[config.mk]
export PLATFORM = sky130hd
export DESIGN_NAME = pipelined_decode_flat
export DESIGN_NICKNAME = d
export VERILOG_FILES = /design/src/rtl/pipelined_decode_pkg.sv /design/src/rtl/pipelined_decode_if.sv /design/src/rtl/pipelined_decode_register_file.sv /design/src/rtl/pipelined_decode.sv /design/src/flat_wrapper.sv
export SDC_FILE = /design/constraint.sdc
export NUM_CORES = 2
export LEC_CHECK = 0
export CORE_UTILIZATION = 40
export DETAILED_ROUTE_END_ITERATION = 10
export REMOVE_ABC_BUFFERS = 1
export SLEW_MARGIN = 20
export SYNTH_ARGS = -nofsm -noshare
export SYNTH_HDL_FRONTEND = slang
export SYNTH_SLANG_ARGS = --single-unit
[constraint.sdc]
create_clock -name clock -period 2.8 [get_ports clock]
set_input_delay 0.28 -clock clock [delete_from_list [all_inputs] [get_ports clock]]
set_output_delay 0.28 -clock clock [all_outputs]
set_load 0.005 [all_outputs]
[src/rtl/pipelined_decode_pkg.sv]
// rtl/pipelined_decode_pkg.sv - decode_pkg: opcodes, instruction field positions, register index width
package decode_pkg;

    localparam logic [5:0] OP_RTYPE = 6'h00;
    localparam logic [5:0] OP_LW    = 6'h23;
    localparam logic [5:0] OP_SW    = 6'h2B;
    localparam logic [5:0] OP_BEQ   = 6'h04;
    localparam logic [5:0] OP_BNE   = 6'h05;

    localparam int OP_MSB  = 31;
    localparam int OP_LSB  = 26;
    localparam int RS_MSB  = 25;
    localparam int RS_LSB  = 21;
    localparam int RT_MSB  = 20;
    localparam int RT_LSB  = 16;
    localparam int RD_MSB  = 15;
    localparam int RD_LSB  = 11;
    localparam int IMM_MSB = 15;
    localparam int IMM_LSB = 0;

    function automatic int reg_index_width(input int reg_count);
        return $clog2(reg_count);
    endfunction

endpackage

[src/rtl/pipelined_decode_if.sv]
// rtl/pipelined_decode_if.sv - fetch, write-back and execute signals of the decode stage
interface pipelined_decode_if #(
    parameter int DATA_WIDTH = 32
);
    logic                  instructionValid;
    logic [31:0]           instruction;
    logic                  instructionReady;
    logic                  writeEnable;
    logic [4:0]            writeRegister;
    logic [DATA_WIDTH-1:0] writeData;
    logic                  decodeValid;
    logic                  decodeReady;
    logic [5:0]            opCode;
    logic [DATA_WIDTH-1:0] readDataNumberOne;
    logic [DATA_WIDTH-1:0] readDataNumberTwo;
    logic [DATA_WIDTH-1:0] signExtendedImmediate;
    logic [4:0]            rt;
    logic [4:0]            rd;
    logic                  hazardStall;

    modport slave (
        input  instructionValid, instruction, writeEnable, writeRegister, writeData, decodeReady,
        output instructionReady, decodeValid, opCode, readDataNumberOne, readDataNumberTwo,
               signExtendedImmediate, rt, rd, hazardStall
    );

    modport master (
        output instructionValid, instruction, writeEnable, writeRegister, writeData, decodeReady,
        input  instructionReady, decodeValid, opCode, readDataNumberOne, readDataNumberTwo,
               signExtendedImmediate, rt, rd, hazardStall
    );
endinterface

[src/rtl/pipelined_decode_register_file.sv]
// rtl/pipelined_decode_register_file.sv - register_file: 2 async read ports, 1 write port, r0 hardwired 0
// Optional write-to-read forwarding under REGFILE_BYPASS_EN.
module register_file
    import decode_pkg::*;
#(
    parameter int DATA_WIDTH = 32,
    parameter int REG_COUNT  = 32
) (
    input  logic                  clock,
    input  logic                  resetN,
    input  logic [4:0]            read_addr_a_i,
    input  logic [4:0]            read_addr_b_i,
    output logic [DATA_WIDTH-1:0] read_data_a_o,
    output logic [DATA_WIDTH-1:0] read_data_b_o,
    input  logic                  write_enable_i,
    input  logic [4:0]            write_addr_i,
    input  logic [DATA_WIDTH-1:0] write_data_i
);
    localparam int IW = reg_index_width(REG_COUNT);

    logic [DATA_WIDTH-1:0] regs_q [REG_COUNT];
    logic [IW-1:0]         write_index;
    logic [IW-1:0]         read_index_a;
    logic [IW-1:0]         read_index_b;
    logic                  write_hit;

    // Truncated indices: an address aliasing onto r0 must never write it.
    assign write_index  = write_addr_i[IW-1:0];
    assign read_index_a = read_addr_a_i[IW-1:0];
    assign read_index_b = read_addr_b_i[IW-1:0];
    assign write_hit    = write_enable_i && (write_index != '0);

    always_ff @(posedge clock or negedge resetN) begin
        if (!resetN) begin
            for (int i = 0; i < REG_COUNT; i++) begin
                regs_q[i] <= '0;
            end
        end else if (write_hit) begin
            regs_q[write_index] <= write_data_i;
        end
    end

    always_comb begin
        read_data_a_o = (read_index_a == '0) ? '0 : regs_q[read_index_a];
        read_data_b_o = (read_index_b == '0) ? '0 : regs_q[read_index_b];
`ifdef REGFILE_BYPASS_EN
        if (write_hit && (write_index == read_index_a)) begin
            read_data_a_o = write_data_i;
        end
        if (write_hit && (write_index == read_index_b)) begin
            read_data_b_o = write_data_i;
        end
`endif
    end

endmodule

[src/rtl/pipelined_decode.sv]
// rtl/pipelined_decode.sv - MIPS decode stage: register file, load-use bubble, ID/EX register
// Build option REGFILE_BYPASS_EN forwards same-edge write-back data into captured operands.
module pipelined_decode
    import decode_pkg::*;
#(
    parameter int DATA_WIDTH = 32,
    parameter int REG_COUNT  = 32
) (
    input logic               clock,
    input logic               resetN,
    pipelined_decode_if.slave bus
);
    logic [31:0]           instr;
    logic [5:0]            in_op;
    logic [4:0]            in_rs;
    logic [4:0]            in_rt;
    logic [DATA_WIDTH-1:0] rf_data_a;
    logic [DATA_WIDTH-1:0] rf_data_b;

    logic                  decode_valid_q, decode_valid_d;
    logic [5:0]            op_code_q, op_code_d;
    logic [DATA_WIDTH-1:0] read_one_q, read_one_d;
    logic [DATA_WIDTH-1:0] read_two_q, read_two_d;
    logic [DATA_WIDTH-1:0] imm_q, imm_d;
    logic [4:0]            rt_q, rt_d;
    logic [4:0]            rd_q, rd_d;

    logic advance;
    logic uses_rt;
    logic hazard;
    logic hazard_stall;
    logic instruction_ready;
    logic capture;

    assign instr = bus.instruction;
    assign in_op = instr[OP_MSB:OP_LSB];
    assign in_rs = instr[RS_MSB:RS_LSB];
    assign in_rt = instr[RT_MSB:RT_LSB];

    register_file #(
        .DATA_WIDTH(DATA_WIDTH),
        .REG_COUNT (REG_COUNT)
    ) u_register_file (
        .clock         (clock),
        .resetN        (resetN),
        .read_addr_a_i (in_rs),
        .read_addr_b_i (in_rt),
        .read_data_a_o (rf_data_a),
        .read_data_b_o (rf_data_b),
        .write_enable_i(bus.writeEnable),
        .write_addr_i  (bus.writeRegister),
        .write_data_i  (bus.writeData)
    );

    // Load-use check against the held lw; rt of the incoming word only matters when it is a source.
    assign advance      = !decode_valid_q || bus.decodeReady;
    assign uses_rt      = (in_op == OP_RTYPE) || (in_op == OP_SW) ||
                          (in_op == OP_BEQ)   || (in_op == OP_BNE);
    assign hazard       = decode_valid_q && (op_code_q == OP_LW) && (rt_q != 5'd0) &&
                          ((rt_q == in_rs) || (uses_rt && (rt_q == in_rt)));
    assign hazard_stall = hazard && bus.instructionValid;
    assign instruction_ready = advance && !hazard_stall;
    assign capture      = bus.instructionValid && instruction_ready;

    always_comb begin
        decode_valid_d = decode_valid_q;
        op_code_d      = op_code_q;
        read_one_d     = read_one_q;
        read_two_d     = read_two_q;
        imm_d          = imm_q;
        rt_d           = rt_q;
        rd_d           = rd_q;
        if (capture) begin
            decode_valid_d = 1'b1;
            op_code_d      = in_op;
            read_one_d     = rf_data_a;
            read_two_d     = rf_data_b;
            imm_d          = {{(DATA_WIDTH-16){instr[IMM_MSB]}}, instr[IMM_MSB:IMM_LSB]};
            rt_d           = in_rt;
            rd_d           = instr[RD_MSB:RD_LSB];
        end else if (advance) begin
            // Bubble or drain: slot empties, payload fields are left as they were.
            decode_valid_d = 1'b0;
        end
    end

    always_ff @(posedge clock or negedge resetN) begin
        if (!resetN) begin
            decode_valid_q <= 1'b0;
            op_code_q      <= '0;
            read_one_q     <= '0;
            read_two_q     <= '0;
            imm_q          <= '0;
            rt_q           <= '0;
            rd_q           <= '0;
        end else begin
            decode_valid_q <= decode_valid_d;
            op_code_q      <= op_code_d;
            read_one_q     <= read_one_d;
            read_two_q     <= read_two_d;
            imm_q          <= imm_d;
            rt_q           <= rt_d;
            rd_q           <= rd_d;
        end
    end

    assign bus.instructionReady      = instruction_ready;
    assign bus.hazardStall           = hazard_stall;
    assign bus.decodeValid           = decode_valid_q;
    assign bus.opCode                = op_code_q;
    assign bus.readDataNumberOne     = read_one_q;
    assign bus.readDataNumberTwo     = read_two_q;
    assign bus.signExtendedImmediate = imm_q;
    assign bus.rt                    = rt_q;
    assign bus.rd                    = rd_q;

endmodule

[src/flat_wrapper.sv]
// flat-port wrapper written by rule: the top's interface ports become plain ports
module pipelined_decode_flat import decode_pkg::*;
#(
    parameter int DATA_WIDTH = 32,
    parameter int REG_COUNT  = 32
)
  (clock, resetN, bus_instructionValid, bus_instruction, bus_writeEnable, bus_writeRegister, bus_writeData, bus_decodeReady, bus_instructionReady, bus_decodeValid, bus_opCode, bus_readDataNumberOne, bus_readDataNumberTwo, bus_signExtendedImmediate, bus_rt, bus_rd, bus_hazardStall);
  pipelined_decode_if #(.DATA_WIDTH(DATA_WIDTH)) bus_i ();
  input logic clock;
  input logic resetN;
  input wire logic [$bits(bus_i.instructionValid)-1:0] bus_instructionValid;
  input wire logic [$bits(bus_i.instruction)-1:0] bus_instruction;
  input wire logic [$bits(bus_i.writeEnable)-1:0] bus_writeEnable;
  input wire logic [$bits(bus_i.writeRegister)-1:0] bus_writeRegister;
  input wire logic [$bits(bus_i.writeData)-1:0] bus_writeData;
  input wire logic [$bits(bus_i.decodeReady)-1:0] bus_decodeReady;
  output wire logic [$bits(bus_i.instructionReady)-1:0] bus_instructionReady;
  output wire logic [$bits(bus_i.decodeValid)-1:0] bus_decodeValid;
  output wire logic [$bits(bus_i.opCode)-1:0] bus_opCode;
  output wire logic [$bits(bus_i.readDataNumberOne)-1:0] bus_readDataNumberOne;
  output wire logic [$bits(bus_i.readDataNumberTwo)-1:0] bus_readDataNumberTwo;
  output wire logic [$bits(bus_i.signExtendedImmediate)-1:0] bus_signExtendedImmediate;
  output wire logic [$bits(bus_i.rt)-1:0] bus_rt;
  output wire logic [$bits(bus_i.rd)-1:0] bus_rd;
  output wire logic [$bits(bus_i.hazardStall)-1:0] bus_hazardStall;
  assign bus_i.instructionValid = bus_instructionValid;
  assign bus_i.instruction = bus_instruction;
  assign bus_i.writeEnable = bus_writeEnable;
  assign bus_i.writeRegister = bus_writeRegister;
  assign bus_i.writeData = bus_writeData;
  assign bus_i.decodeReady = bus_decodeReady;
  assign bus_instructionReady = bus_i.instructionReady;
  assign bus_decodeValid = bus_i.decodeValid;
  assign bus_opCode = bus_i.opCode;
  assign bus_readDataNumberOne = bus_i.readDataNumberOne;
  assign bus_readDataNumberTwo = bus_i.readDataNumberTwo;
  assign bus_signExtendedImmediate = bus_i.signExtendedImmediate;
  assign bus_rt = bus_i.rt;
  assign bus_rd = bus_i.rd;
  assign bus_hazardStall = bus_i.hazardStall;
  pipelined_decode #(.DATA_WIDTH(DATA_WIDTH), .REG_COUNT(REG_COUNT)) u_core (.clock(clock), .resetN(resetN), .bus(bus_i));
endmodule
# Word-level counts from Yosys, hierarchy flattened
# Index checks and enable logic that the tools add are counted.
classes:
  n_lt_le_gt_ge: 4
  eq_ne: 6
  n_mux: 13
  bitwise: 3
  n_reduce_logical: 22
ops:
  columns: ["cell", "n"]
  rows:
  - ["bitwise mux 1024 bit", 1]
  - ["binary-select mux 32 bit (select 5 bit)", 2]
  - ["two-way mux 32 bit", 7]
  - ["demux 32 bit (select 5 bit)", 1]
  - [">= comparator 6 bit (second input constant)", 3]
  - ["NOT 5 -> 6 bit", 3]
  - ["equality test 6 x 3 -> 1 bit (second input constant)", 2]
  - ["equality test 6 bit (second input constant)", 2]
  - ["equality test 5 bit", 2]
  - ["logical NOT 5 bit", 2]
  - ["nonzero test 5 bit", 2]
  - ["logical AND 1 bit", 9]
  - ["logical NOT 6 bit", 1]
  - ["< comparator 6 x 1 -> 1 bit (second input constant)", 1]
  - ["logical OR 1 bit", 5]
  - ["logical NOT 1 bit", 2]
  - ["two-way mux 1 bit", 2]
  - ["nonzero test 2 bit", 1]
word_totals:
  ff_bits: 1121
  in_bits: 74
  out_inout_bits: 115
  wordCells: 87

# Depth between registers and ports, before layout
logic_depth:
  depth_word: 12
  ltp_mapped: 9
  mapped_depth_nobuf: 6

# Modules after synthesis
# From an unflattened synthesis, not the netlist that was laid out.
unflattened:
  cells_unflattened: 3782
  area_unflattened_um2: 58305.9
modules_own_cells:
  columns: ["mod", "n_inst", "cells_per_inst", "area_each_um2", "seq_area_each_um2"]
  rows:
  - ["register_file", 1, 3538, 54058.1, 25624.6]
  - ["pipelined_decode", 1, 244, 4247.8, 2302.2]

# Worst setup path after synthesis
# OpenSTA, ideal clock, no wires.
synth_path:
  path_kind: "register to register"
  start: "register u_core.rt_q[0], in the netlist u_core.bus.rt[0]"
  end: "register u_core.rt_q[1], in the netlist u_core.bus.rt[1]"
  setup_ns: 0.128
  arrival_ns: 2.088
  required_time_ns: 2.672
  path_slack_ns: 0.584
  path_stages_with_launch: 8
  path_buffers: 2
  period_less_slack_ns: 2.216
  path_cell_list: "dfrtp_1 > or4_1 > o211ai_2 > nor4_1 > nor3_2 > buf_2 > buf_4 > mux2_1"
synth_between:
  elab_chain_len: 8
  elab_cells_between_ends: 11
  classes_between: "eq/ne (2); reduce/logical (9)"
synth_rtl:
  columns: ["element", "line", "rtl"]
  rows:
  - ["start, declared", "pipelined_decode.sv:25", "logic [4:0] rt_q, rt_d;"]
  - ["start signal, assigned", "pipelined_decode.sv:102", "rt_q <= rt_d;"]
  - ["equality test 5 bit", "pipelined_decode.sv:60", "((rt_q == in_rs) || (uses_rt && (rt_q == in_rt)));"]
  - ["logical AND 1 bit", "pipelined_decode.sv:60", null]
  - ["logical OR 1 bit", "pipelined_decode.sv:60", null]
  - ["logical AND 1 bit *", "pipelined_decode.sv:59", "assign hazard = decode_valid_q && (op_code_q == OP_LW) && (rt_q != 5'd0) &&"]
  - ["logical AND 1 bit *", "pipelined_decode.sv:61", "assign hazard_stall = hazard && bus.instructionValid;"]
  - ["logical NOT 1 bit *", "pipelined_decode.sv:62", "assign instruction_ready = advance && !hazard_stall;"]
  - ["logical AND 1 bit *", "pipelined_decode.sv:62", null]
  - ["logical AND 1 bit *", "pipelined_decode.sv:63", "assign capture = bus.instructionValid && instruction_ready;"]
# Mark *: on every way between the ends. The rest lies on a longest branch, timed or not.
# A chain may end at the register's enable or synchronous reset.

# Worst setup path after layout
layout_path:
  start: "register u_core.rt_q[4], in the netlist u_core.bus.rt[4]"
  end: "register u_core.read_one_q[0], in the netlist u_core.bus.readDataNumberOne[0]"
layout_between:
  elab_chain_len: 8
  elab_cells_between_ends: 11
  classes_between: "eq/ne (2); reduce/logical (9)"
layout_rtl:
  columns: ["element", "line", "rtl"]
  rows:
  - ["equality test 5 bit", "pipelined_decode.sv:60", null]
  - ["logical AND 1 bit", "pipelined_decode.sv:60", null]
  - ["logical OR 1 bit", "pipelined_decode.sv:60", null]
  - ["logical AND 1 bit *", "pipelined_decode.sv:59", null]
  - ["logical AND 1 bit *", "pipelined_decode.sv:61", null]
  - ["logical NOT 1 bit *", "pipelined_decode.sv:62", null]
  - ["logical AND 1 bit *", "pipelined_decode.sv:62", null]
  - ["logical AND 1 bit *", "pipelined_decode.sv:63", null]
  - ["end signal, assigned", "pipelined_decode.sv:99", "read_one_q <= read_one_d;"]
  - ["end, declared", "pipelined_decode.sv:22", "logic [DATA_WIDTH-1:0] read_one_q, read_one_d;"]
# Marked as above.

==> results.md <==
- Critical Path AT: 3.37 ns
- Root buf cell: clkbuf_16
- EDFF count, synth: 0
- ANT cells: 0
- Distinct cells, synth: 44
- Via/cell ratio: 6.14
- Gpl congestion: 0.824
- Most area-consuming cells after synthesis: dfrtp_1 (48%), mux2_2 (19%), mux4_2 (10%), mux2i_1 (8.5%), a221oi_1 (3.7%)
- Post-synthesis compound-gate area fraction: 0.0689
- Pleak: 29.9 nW
- Initial drt markers: 2,885
- Post-route DRC: 15
- I/O pins: 189
- Fin. Hold Viols: 0
- Number of port buffers: 188
- Detailed placer's ending HPWL: 113,000 microns
- Worst hold path class: in2async
- Row Count: 139
- Critical Path RT: 3.45 ns
- First drt pass iteration count: 11
- Final ANT Viol Nets: 0
- DR vias: 39,509
- Adder-cell area share of the yosys netlist: 0
- CP Max Fanout: 28
- Clk_lat worst skew: 0.77 ns
- Die H: 383 microns
- Final wirelength: 184,000 microns
- Largest net degree at the start of global routing: 113
- Num CTS Buffers: 131
- Worst-margin pin slew: 1.00 ns
- CP endpoint kind: register
- Final Max Tran Viols: 0
- Starting Density: 0.404
- PD cells: 705 nW/um^2
- Status: finished with violations
- Fin crit share: 0.974
- Die area: 147,000 sq um
- Most used DFF post-synth: dfrtp_1
- Yosys top cell by area: dfrtp_1
- Drt wl/cell: 28.6 microns
- Nets: 4,502
- Final hold slack: 0.0690 ns
- Asr flop ratio synth: 1.00
- Worst vdd ir: 0.000679 V
- GR Util met1: 0.348
- Minimum clock period: 2.73 ns
- Synth-to-layout area growth: 17.6%
- Max-slew headroom: 0.334
- H-tree depth: 4
- Simple-gate share of the synthesized area: 0.0277
- Top cell type's share of synthesized area: 0.480
- Post-synthesis mux area share: 0.385
- Xor and xnor area share after synthesis: 0.00150
- Core footprint: 144,000 sq um
- CP Class: reg2reg
- Final total power: 0.0483 W
- Grt met3 use: 0.0429
- Slowest cell on the critical path: dfrtp_1
- First-pass GRT wire length: 274,000 microns
- Num Clock Sinks: 1,116
- Setup violations, final: 0
- Yosys reg bits: 1,116
- Failing checks: DRC
- Clk slew on worst S/H paths: 0.06 ns
- Post-Synthesis Cell Area: 58,200 sq um
- Sum Neg Setup Slack: 0 ns
- Remaining Overflow, GRT: 0
- Max stage delay on crit path: 0.42 ns
- Startpoint Class: register
- CP Cell Sequence: buf_4, or4_4, o211ai_2, buf_4, nor4_1, buf_4, nor3_4, buf_12, buf_16, nand3_2, o22a_1
- Antenna violations before repair: 0
- CTS max path bufs: 3
- Fmax: 0.367 GHz
- Commonest non-fill, non-tap cell in the layout: dfrtp_1
- Largest family of logic cells by synthesized area: multiplexers
- Non-Filler Instances: 6,430
- Post-synthesis sequential area ratio: 0.480
- Dpl cells: 6,190
- Yosys warning total: 0
- Max Cap Viol: 0
- CTS tree: yes
- Layout Utilization: 0.475
- Share of layout cells above drive strength 1: 0.399
- Most common cell on crit path: buf_4
- Synthesized area per cell: 13.5 sq um
- GRT met2 Usage: 0.398
- Clock Skew: 0.0265 ns
- Mapped Cells: 4,315
- Leading cell types in the layout, fill and taps excluded: dfrtp_1 (1,116), mux2_2 (997), mux2i_1 (497), mux4_2 (264), a221oi_1 (248)
- Die X-Extent: 383 microns
- Vias in the first global route: 40,397
- Busiest grt layer: met2
- GRT Overall Usage: 0.250
registers in the layout, summed over array words and instances (netlist names):
register	cells
u_core.bus.readDataNumberTwo	32
u_core.bus.opCode	6
u_core.u_register_file.regs_q	1024
u_core.bus.decodeValid	1
u_core.bus.rd	5
u_core.bus.signExtendedImmediate	11
u_core.bus.readDataNumberOne	32
u_core.bus.rt	5
final cells by class:
| class | count | area [sq um] |
|---|---|---|
| repair buffers | 468 | 5280 |
| fillers | 12683 | 75600 |
| flip-flops and latches | 1116 | 27900 |
| well taps | 1903 | 2380 |
| clock inverters | 43 | 569 |
| clock buffers | 189 | 3760 |
| inverters | 36 | 138 |
| multi-input cells | 2675 | 28400 |
Yosys cell counts, drive strengths merged, types with 4 or more instances:
cell and n:
a21oi 14, a221o 4, a221oi 248, a22oi 36, a31oi 28, buf 207, clkbuf 281, dfrtp 1116
inv 35, mux2 1018, mux2i 497, mux4 264, nand2 141, nand3 99, nor2 95, nor2b 6
nor3b 4, o2111ai 28, o21ai 94, o221ai 32, o22a 28, o31ai 4, xnor2 8
power by group:
part           switching (W)  internal, W  total (W)
Combinational        0.00397      0.00550    0.00947
Clock                0.00704       0.0103     0.0173
Sequential           0.00227       0.0192     0.0215
Total                 0.0133       0.0350     0.0483
stage by stage:
stage,area [sq um],setup slack (ns)
2_1_floorplan,56200,-5.70
3_3_place_gp,64000,0.130
3_5_place_dp,64000,0.0810
4_1_cts,68400,0.00300
5_1_grt,68400,-0.00590
6_report,68400,0.0737
layer usage:
layer | share of wire | vias up
li1 | - | 16723
met1 | 0.44 | 21223
met2 | 0.47 | 1254
met3 | 0.058 | 309
met4 | 0.028 | 0
met5 | 0 | -
worst paths after layout:
| kind | from | to | slack [ns] | depth (start not counted) |
|---|---|---|---|---|
| max | u_core.bus.rt[4]$_DFFE_PN0P_ | u_core.bus.readDataNumberOne[0]$_DFFE_PN0P_ | 0.07 | 11 |
| min | resetN | u_core.u_register_file.regs_q[7]$_DFFE_PN0P_ | 0.07 | 2 |
| max reg2reg | u_core.bus.rt[4]$_DFFE_PN0P_ | u_core.bus.readDataNumberOne[0]$_DFFE_PN0P_ | 0.07 | 11 |
| min reg2reg | u_core.u_register_file.regs_q[1013]$_DFFE_PN0P_ | u_core.u_register_file.regs_q[1013]$_DFFE_PN0P_ | 0.39 | 0 |
| max in group asynchronous | resetN | u_core.u_register_file.regs_q[123]$_DFFE_PN0P_ | 1.72 | 4 |
| min in group clock | bus_instruction[8] | u_core.bus.signExtendedImmediate[8]$_DFFE_PN0P_ | 0.13 | 2 |
what timing repair did:
| action | in CTS | in global routing |
|---|---|---|
| hold buffers | 2 | 0 |
| resized for setup | 10 | 2 |
| pin swaps | 2 | 3 |
| setup buffers | 2 | 2 |
| hold endpoints to repair | 331 | 0 |
| setup endpoints to repair | 2 | 15 |
| cloned | 0 | 2 |
logic make-up after synthesis:
| logic type | Yosys count |
|---|---|
| AOI/OAI and AO/OA | 517 |
| xor gates and xnor gates | 10 |
| buffers and inverters | 524 |
| DFF | 1116 |
| muxes | 1779 |
| and+or+nand+nor | 369 |
critical path, delay by kind of cell (launching register included):
kind / cells / cell delay [ns]
compound gates: 2 / 0.41
simple gates: 4 / 0.76
buf+inv: 5 / 0.90
flops: 1 / 0.42
Note: power is estimated with default switching activity, not from simulation.
